## src/rtl/sap1_ctrl_pkg.sv

```systemverilog
// SAP-1 run/step controller shared types.
// States, stop causes and the T-state wrap helper.
package sap1_ctrl_pkg;

  localparam int TSTATES_DEFAULT = 6;

  typedef enum logic [1:0] {
    STOPPED = 2'd0,
    RUN     = 2'd1,
    DRAIN   = 2'd2,
    HALTED  = 2'd3
  } state_e;

  typedef enum logic {
    CAUSE_PROG = 1'b0,
    CAUSE_HALT = 1'b1
  } cause_e;

  function automatic logic [2:0] tstate_next(
    input logic [2:0] t,
    input logic [2:0] last
  );
    return (t == last) ? 3'd0 : t + 3'd1;
  endfunction

endpackage

```

## src/rtl/sap1_run_ctrl_if.sv

```systemverilog
// Board-side request/enable bundle for the SAP-1 run controller.
// master = board and core side, slave = controller.
interface sap1_run_ctrl_if #(
  parameter int CYC_W = 16
);

  logic             tick;
  logic             tick_oop;
  logic             step_rise;
  logic             step_fall;
  logic             manual;
  logic             instr_step;
  logic             fp_clear;
  logic             prog;
  logic             halt;
  logic             clken;
  logic             clken_oop;
  logic             running;
  logic             halted;
  logic [2:0]       tstate;
  logic [CYC_W-1:0] cycle_count;

  modport master (
    output tick, tick_oop,
    output step_rise, step_fall,
    output manual, instr_step,
    output fp_clear, prog, halt,
    input  clken, clken_oop,
    input  running, halted,
    input  tstate, cycle_count
  );

  modport slave (
    input  tick, tick_oop,
    input  step_rise, step_fall,
    input  manual, instr_step,
    input  fp_clear, prog, halt,
    output clken, clken_oop,
    output running, halted,
    output tstate, cycle_count
  );

endinterface

```

## src/rtl/sap1_run_ctrl_phase_pair.sv

```systemverilog
// Rise/fall clock-enable pair for the SAP-1 core.
// The half flag forces strict clken/clken_oop alternation.
module sap1_phase_pair (
  input  logic sysclk,
  input  logic clr_n,
  input  logic enable,
  input  logic rise_req,
  input  logic fall_req,
  output logic clken,
  output logic clken_oop,
  output logic half
);

  logic rise_ok;
  logic fall_ok;

  assign rise_ok = enable & rise_req & ~half;
  assign fall_ok = enable & fall_req & half;

  always_ff @(posedge sysclk or negedge clr_n) begin
    if (!clr_n) begin
      clken     <= 1'b0;
      clken_oop <= 1'b0;
      half      <= 1'b0;
    end else begin
      clken     <= rise_ok;
      clken_oop <= fall_ok;
      if (rise_ok)
        half <= 1'b1;
      else if (fall_ok)
        half <= 1'b0;
    end
  end

endmodule

```

## src/rtl/sap1_run_ctrl.sv

```systemverilog
// SAP-1 run/stop/halt controller: picks the phase source,
// owns the FSM, T-state and completed-cycle counters.
module sap1_run_ctrl
  import sap1_ctrl_pkg::*;
#(
  parameter int TSTATES = TSTATES_DEFAULT,
  parameter int CYC_W   = 16
) (
  input logic          sysclk,
  input logic          clr_n,
  sap1_run_ctrl_if.slave bus
);

  localparam logic [2:0] T_LAST = 3'(TSTATES - 1);

  state_e           state_q;
  state_e           state_d;
  cause_e           cause_q;
  cause_e           cause_d;
  logic             burst_q;
  logic             burst_d;
  logic             fp_q;
  logic             fp_rise;
  logic             clr_cnt;
  logic             half;
  logic             clken;
  logic             clken_oop;
  logic             src_rise;
  logic             src_fall;
  logic             stop_req;
  logic             instr_mode;
  logic             run_ok;
  logic             in_drain;
  logic             wrap;
  logic [2:0]       tstate_q;
  logic [CYC_W-1:0] cyc_q;

  assign fp_rise    = bus.fp_clear & ~fp_q;
  assign stop_req   = bus.halt | bus.prog;
  assign instr_mode = bus.manual & bus.instr_step;
  assign run_ok     = (state_q == RUN) & ~stop_req;
  assign in_drain   = (state_q == DRAIN);
  assign wrap       = clken_oop & (tstate_q == T_LAST);

  // Instruction mode outside a burst only lets a
  // stranded fall phase complete from the button.
  always_comb begin
    src_rise = 1'b0;
    src_fall = 1'b0;
    unique case (1'b1)
      !bus.manual: begin
        src_rise = bus.tick;
        src_fall = bus.tick_oop;
      end
      bus.manual && !bus.instr_step: begin
        src_rise = bus.step_rise;
        src_fall = bus.step_fall;
      end
      instr_mode && burst_q: begin
        src_rise = bus.tick;
        src_fall = bus.tick_oop;
      end
      instr_mode && !burst_q: begin
        src_fall = bus.step_fall;
      end
      default: ;
    endcase
  end

  sap1_phase_pair u_pair (
    .sysclk    (sysclk),
    .clr_n     (clr_n),
    .enable    (run_ok | in_drain),
    .rise_req  (src_rise & run_ok),
    .fall_req  (src_fall),
    .clken     (clken),
    .clken_oop (clken_oop),
    .half      (half)
  );

  always_comb begin
    state_d = state_q;
    cause_d = cause_q;
    burst_d = burst_q;
    clr_cnt = 1'b0;
    unique case (state_q)
      STOPPED: begin
        if (fp_rise && !bus.prog && !bus.halt) begin
          state_d = RUN;
          burst_d = 1'b0;
          clr_cnt = 1'b1;
        end
      end
      RUN: begin
        if (stop_req) begin
          burst_d = 1'b0;
          if (half) begin
            state_d = DRAIN;
            cause_d = bus.halt ? CAUSE_HALT : CAUSE_PROG;
          end else begin
            state_d = bus.halt ? HALTED : STOPPED;
          end
        end else if (!instr_mode) begin
          burst_d = 1'b0;
        end else if (!burst_q) begin
          if (bus.step_rise && !half)
            burst_d = 1'b1;
        end else if (wrap) begin
          burst_d = 1'b0;
        end
      end
      DRAIN: begin
        if (src_fall && half)
          state_d = (cause_q == CAUSE_HALT) ? HALTED : STOPPED;
      end
      HALTED: begin
        if (bus.prog) begin
          state_d = STOPPED;
        end else if (fp_rise && !bus.halt) begin
          state_d = RUN;
          burst_d = 1'b0;
          clr_cnt = 1'b1;
        end
      end
      default: state_d = STOPPED;
    endcase
  end

  always_ff @(posedge sysclk or negedge clr_n) begin
    if (!clr_n) begin
      state_q <= STOPPED;
      cause_q <= CAUSE_PROG;
      burst_q <= 1'b0;
      fp_q    <= 1'b0;
    end else begin
      state_q <= state_d;
      cause_q <= cause_d;
      burst_q <= burst_d;
      fp_q    <= bus.fp_clear;
    end
  end

  // A restart clear outranks a late drain fall phase.
  always_ff @(posedge sysclk or negedge clr_n) begin
    if (!clr_n) begin
      tstate_q <= 3'd0;
      cyc_q    <= '0;
    end else if (clr_cnt) begin
      tstate_q <= 3'd0;
      cyc_q    <= '0;
    end else if (clken_oop) begin
      tstate_q <= tstate_next(tstate_q, T_LAST);
      if (cyc_q != '1)
        cyc_q <= cyc_q + 1'b1;
    end
  end

  assign bus.clken       = clken;
  assign bus.clken_oop   = clken_oop;
  assign bus.running     = (state_q == RUN) | in_drain;
  assign bus.halted      = (state_q == HALTED);
  assign bus.tstate      = tstate_q;
  assign bus.cycle_count = cyc_q;

endmodule

```

## src/flat_wrapper.sv

```systemverilog
// flat-port wrapper written by rule: the top's interface ports become plain ports
module sap1_run_ctrl_flat import sap1_ctrl_pkg::*;
#(
  parameter int TSTATES = TSTATES_DEFAULT,
  parameter int CYC_W   = 16
)
  (sysclk, clr_n, bus_tick, bus_tick_oop, bus_step_rise, bus_step_fall, bus_manual, bus_instr_step, bus_fp_clear, bus_prog, bus_halt, bus_clken, bus_clken_oop, bus_running, bus_halted, bus_tstate, bus_cycle_count);
  sap1_run_ctrl_if #(.CYC_W(CYC_W)) bus_i ();
  input logic sysclk;
  input logic clr_n;
  input wire logic [$bits(bus_i.tick)-1:0] bus_tick;
  input wire logic [$bits(bus_i.tick_oop)-1:0] bus_tick_oop;
  input wire logic [$bits(bus_i.step_rise)-1:0] bus_step_rise;
  input wire logic [$bits(bus_i.step_fall)-1:0] bus_step_fall;
  input wire logic [$bits(bus_i.manual)-1:0] bus_manual;
  input wire logic [$bits(bus_i.instr_step)-1:0] bus_instr_step;
  input wire logic [$bits(bus_i.fp_clear)-1:0] bus_fp_clear;
  input wire logic [$bits(bus_i.prog)-1:0] bus_prog;
  input wire logic [$bits(bus_i.halt)-1:0] bus_halt;
  output wire logic [$bits(bus_i.clken)-1:0] bus_clken;
  output wire logic [$bits(bus_i.clken_oop)-1:0] bus_clken_oop;
  output wire logic [$bits(bus_i.running)-1:0] bus_running;
  output wire logic [$bits(bus_i.halted)-1:0] bus_halted;
  output wire logic [$bits(bus_i.tstate)-1:0] bus_tstate;
  output wire logic [$bits(bus_i.cycle_count)-1:0] bus_cycle_count;
  assign bus_i.tick = bus_tick;
  assign bus_i.tick_oop = bus_tick_oop;
  assign bus_i.step_rise = bus_step_rise;
  assign bus_i.step_fall = bus_step_fall;
  assign bus_i.manual = bus_manual;
  assign bus_i.instr_step = bus_instr_step;
  assign bus_i.fp_clear = bus_fp_clear;
  assign bus_i.prog = bus_prog;
  assign bus_i.halt = bus_halt;
  assign bus_clken = bus_i.clken;
  assign bus_clken_oop = bus_i.clken_oop;
  assign bus_running = bus_i.running;
  assign bus_halted = bus_i.halted;
  assign bus_tstate = bus_i.tstate;
  assign bus_cycle_count = bus_i.cycle_count;
  sap1_run_ctrl #(.TSTATES(TSTATES), .CYC_W(CYC_W)) u_core (.sysclk(sysclk), .clr_n(clr_n), .bus(bus_i));
endmodule
```

## config.mk

```make
export PLATFORM = sky130hd
export DESIGN_NAME = sap1_run_ctrl_flat
export DESIGN_NICKNAME = d
export VERILOG_FILES = /design/src/rtl/sap1_ctrl_pkg.sv /design/src/rtl/sap1_run_ctrl_if.sv /design/src/rtl/sap1_run_ctrl_phase_pair.sv /design/src/rtl/sap1_run_ctrl.sv /design/src/flat_wrapper.sv
export SDC_FILE = /design/constraint.sdc
export NUM_CORES = 1
export LEC_CHECK = 0
export BUFFER_PORTS_ARGS = -buffer_cell sky130_fd_sc_hd__buf_2
export CAP_MARGIN = 10
export CORE_MARGIN = 3
export CORE_UTILIZATION = 54
export DETAILED_ROUTE_END_ITERATION = 10
export GPL_ROUTABILITY_DRIVEN = 0
export HOLD_SLACK_MARGIN = 0.05
export PLACE_DENSITY = 0.82
export SLEW_MARGIN = 20
export SYNTH_ARGS = -nofsm -noshare
export SYNTH_HDL_FRONTEND = slang
export SYNTH_SLANG_ARGS = --single-unit
```

## constraint.sdc

```tcl
create_clock -name sysclk -period 2.25 [get_ports sysclk]
set_clock_uncertainty 0.1 [all_clocks]
set_input_delay 0.45 -clock sysclk [delete_from_list [all_inputs] [get_ports sysclk]]
set_output_delay 0.45 -clock sysclk [all_outputs]
set_load 0.02 [all_outputs]
```

==> impl_metrics.json <==
{
  "outcome": "completed",
  "netlist_instances": 181,
  "cts.sinks": 27,
  "p_seq_frac": 0.437,
  "yosys.area_share.adder": 0.0460,
  "path_max_fanout": 8,
  "switching_share": 0.459,
  "worst-endpoint-arrival_ns": 2.19,
  "synthFlopType": "dfrtp_1",
  "async_flop_share": 1.00,
  "max_cap_violations": 0,
  "critPathKind": "reg -> reg",
  "yosysWarningCount": 0,
  "viasPerCell": 6.17,
  "firstDrtPassIters": 4,
  "route.detailed.drc": 0,
  "synthMuxAreaShare": 0.0690,
  "cts_setup_buffers": 0,
  "r2r_slack_ns": 0.23,
  "preCtsSetupSlack_ns": 0.0323,
  "pwr-share-clk": 0.105,
  "r2r_start": "u_core.bus.cycle_count[3]$_DFFE_PN0P_",
  "synth-simple-area-share": 0.252,
  "combPwrFrac": 0.457,
  "clock_tree.htree_level_count": 1,
  "holdWs_ns": 0.131,
  "post_drt_wl_per_cell_microns": 14.8,
  "max_clock_freq_mhz": 494,
  "drive_above_1_share": 0.244,
  "die-width_microns": 61.0,
  "area_growth_pct": 13.5,
  "max_slew_margin": 0.609,
  "start_kind": "register",
  "rr_worst_depth": 4,
  "gr-total-overflow": 0,
  "finalNetCount": 231,
  "numPortBuffers": 33,
  "synth_nets": 198,
  "ant_nets": 0,
  "wirelength_mm": 3.60,
  "drt_iter0_drc": 65,
  "holdBufCountCts": 1,
  "cts_buffers": 3,
  "die_area_sq_um": 3720,
  "p_int_mw": 1.09,
  "start_util": 0.577,
  "cts_tree": "built",
  "min_period_ns": 2.02,
  "core_sq_um": 2830,
  "end_kind": "register",
  "final_common_cell": "buf_2",
  "hold_viol": 0,
  "grt_pass1_vias": 1429,
  "rows": 19,
  "synth_area_sq_um": 1630,
  "setup_tns_ns": 0,
  "clock_latency_ns": 0.33,
  "mostFrequentLayoutCells": "33 x buf_2, 28 x nand2_1, 27 x dfrtp_1, 15 x a21oi_1",
  "p_leak_nw": 0.868,
  "die_y_microns": 61.0,
  "startpoint": "u_core.bus.cycle_count[3]$_DFFE_PN0P_",
  "ys_seq_area_frac": 0.414,
  "synth-edff-count": 0,
  "r2r_end": "u_core.bus.cycle_count[15]$_DFFE_PN0P_",
  "grt_start_max_net_pins": 28,
  "grt_use_total": 0.214,
  "post_cts_resized": 0,
  "vias": 1505,
  "cts_root_buffer": "clkbuf_4",
  "path_clk_slew_ns": 0.15,
  "n_antenna_cell": 0,
  "powerDensity_nw_per_um2": 1090,
  "synth_cell_types": 43,
  "place_hpwl_mm": 2.67,
  "avgSynthCellArea_sq_um": 9.01,
  "boundaryPins": 34,
  "worstMarginPinSlew_ns": 0.586,
  "synth_top_family_by_area": "simple AND/OR/NAND/NOR gates",
  "crit_end": "u_core.bus.cycle_count[15]$_DFFE_PN0P_",
  "p_switching_mw": 0.925,
  "synth-compound-area-share": 0.166,
  "fin_crit_sh": 0.899,
  "synthXorXnorAreaFrac": 0.00537,
  "synth_seq_cells": 27,
  "slew_viol_final": 0,
  "crit_required_ns": 2.42,
  "antenna_found_initial": 0,
  "finalSetupViolCount": 0,
  "setup_ws_ns": 0.227,
  "holdCritPathClass": "in -> reg",
  "grt_pass1_wl_mm": 6.07,
  "peakVddDrop_v": 0.000702,
  "rsz0062_at_grt": "no",
  "clock_path_buffers": 2
}
[critical path, cell delays in order (launching register included)]
cell     delay [ns]
dfrtp_1        0.49
nand3_2        0.16
or3_1          0.52
or4_4          0.55
a21oi_2        0.14
[power groups by stage]
stage	Clock [mW]	Combinational [mW]	Sequential (mW)
final	0.212	0.922	0.881
after global routing	0.241	1.02	0.915
after CTS	0.218	0.923	0.877
after detailed placement	0	0.919	0.885
after global placement	0	0.888	0.864
after floorplan	0	0.531	0.977
[worst min-delay path by stage]
stage	endpoint	slack, ns	depth (start not counted)	start
floorplan	u_core.burst_q$_DFFE_PN0P_	0.05	0	clr_n
global placement	u_core.cause_q$_DFFE_PN0P_	0.38	1	u_core.cause_q$_DFFE_PN0P_
detailed placement	u_core.u_pair.clken$_DFF_PN0_	0.39	1	clr_n
CTS	u_core.fp_q$_DFF_PN0_	0.13	1	bus_fp_clear
global route	u_core.fp_q$_DFF_PN0_	0.10	1	bus_fp_clear
finish	u_core.fp_q$_DFF_PN0_	0.13	1	bus_fp_clear
[logic make-up after synthesis]
family / count (synthesis)
AOI/OAI and AO/OA: 40
xor gates and xnor gates: 1
adders and majority gates: 6
buffers and inverters: 17
DFF: 27
muxes: 11
and+or+nand+nor: 79
[stage by stage]
stage / utilization / instance area, sq um / total power [mW] / cells
finish: 0.655 / 1850 / 2.02 / 244
detailed placement: 0.641 / 1810 / 1.80 / 239
global route: 0.655 / 1850 / 2.18 / 244
floorplan: - / 1630 / 1.51 / 181
CTS: 0.655 / 1850 / 2.02 / 244
global placement: 0.641 / 1810 / 1.75 / 239
[layout make-up]
| cell class | count | area, sq um |
|---|---|---|
| well taps | 31 | 38.8 |
| repair buffers | 38 | 205 |
| multi-input cells | 137 | 878 |
| clock inverters | 1 | 5.00 |
| flip-flops and latches | 27 | 676 |
| clock buffers | 3 | 22.5 |
| inverters | 7 | 26.3 |
| fillers | 241 | 977 |
[cell usage after synthesis (all sizes together), types with 2 or more instances]
cell    count  area share
a211oi      3       0.014
a21boi      3       0.014
a21oi      16       0.051
a31o        2       0.011
and3        3       0.012
buf         6       0.022
clkbuf      4      0.0092
dfrtp      27        0.41
ha          6       0.046
inv         7       0.016
mux2        2       0.014
mux2i       9       0.055
nand2      28       0.064
nand2b      9       0.035
nand3       6       0.021
nand4       4       0.015
nor2        8       0.018
nor3        7       0.021
nor4        4       0.015
o21ai       3      0.0092
o22ai       2      0.0077
o31ai       3       0.014
or3         4       0.015
or4         3       0.016
[flip-flops by register name (all words and copies together) (netlist names)]
signal	count
u_core.fp_q	1
u_core.burst_q	1
u_core.state_q	2
u_core.bus.tstate	3
u_core.cause_q	1
u_core.u_pair.half	1
u_core.u_pair.clken_oop	1
u_core.bus.cycle_count	16
u_core.u_pair.clken	1
[routing by layer]
metal | GRT usage | vias up | routed length (microns)
met5 | 0 | - | 0
met4 | 0.0929 | 0 | 70
met3 | 0.0447 | 10 | 209
met2 | 0.347 | 60 | 1690
met1 | 0.275 | 717 | 1630
li1 | - | 718 | -
Power figures use the tool's default switching activity.
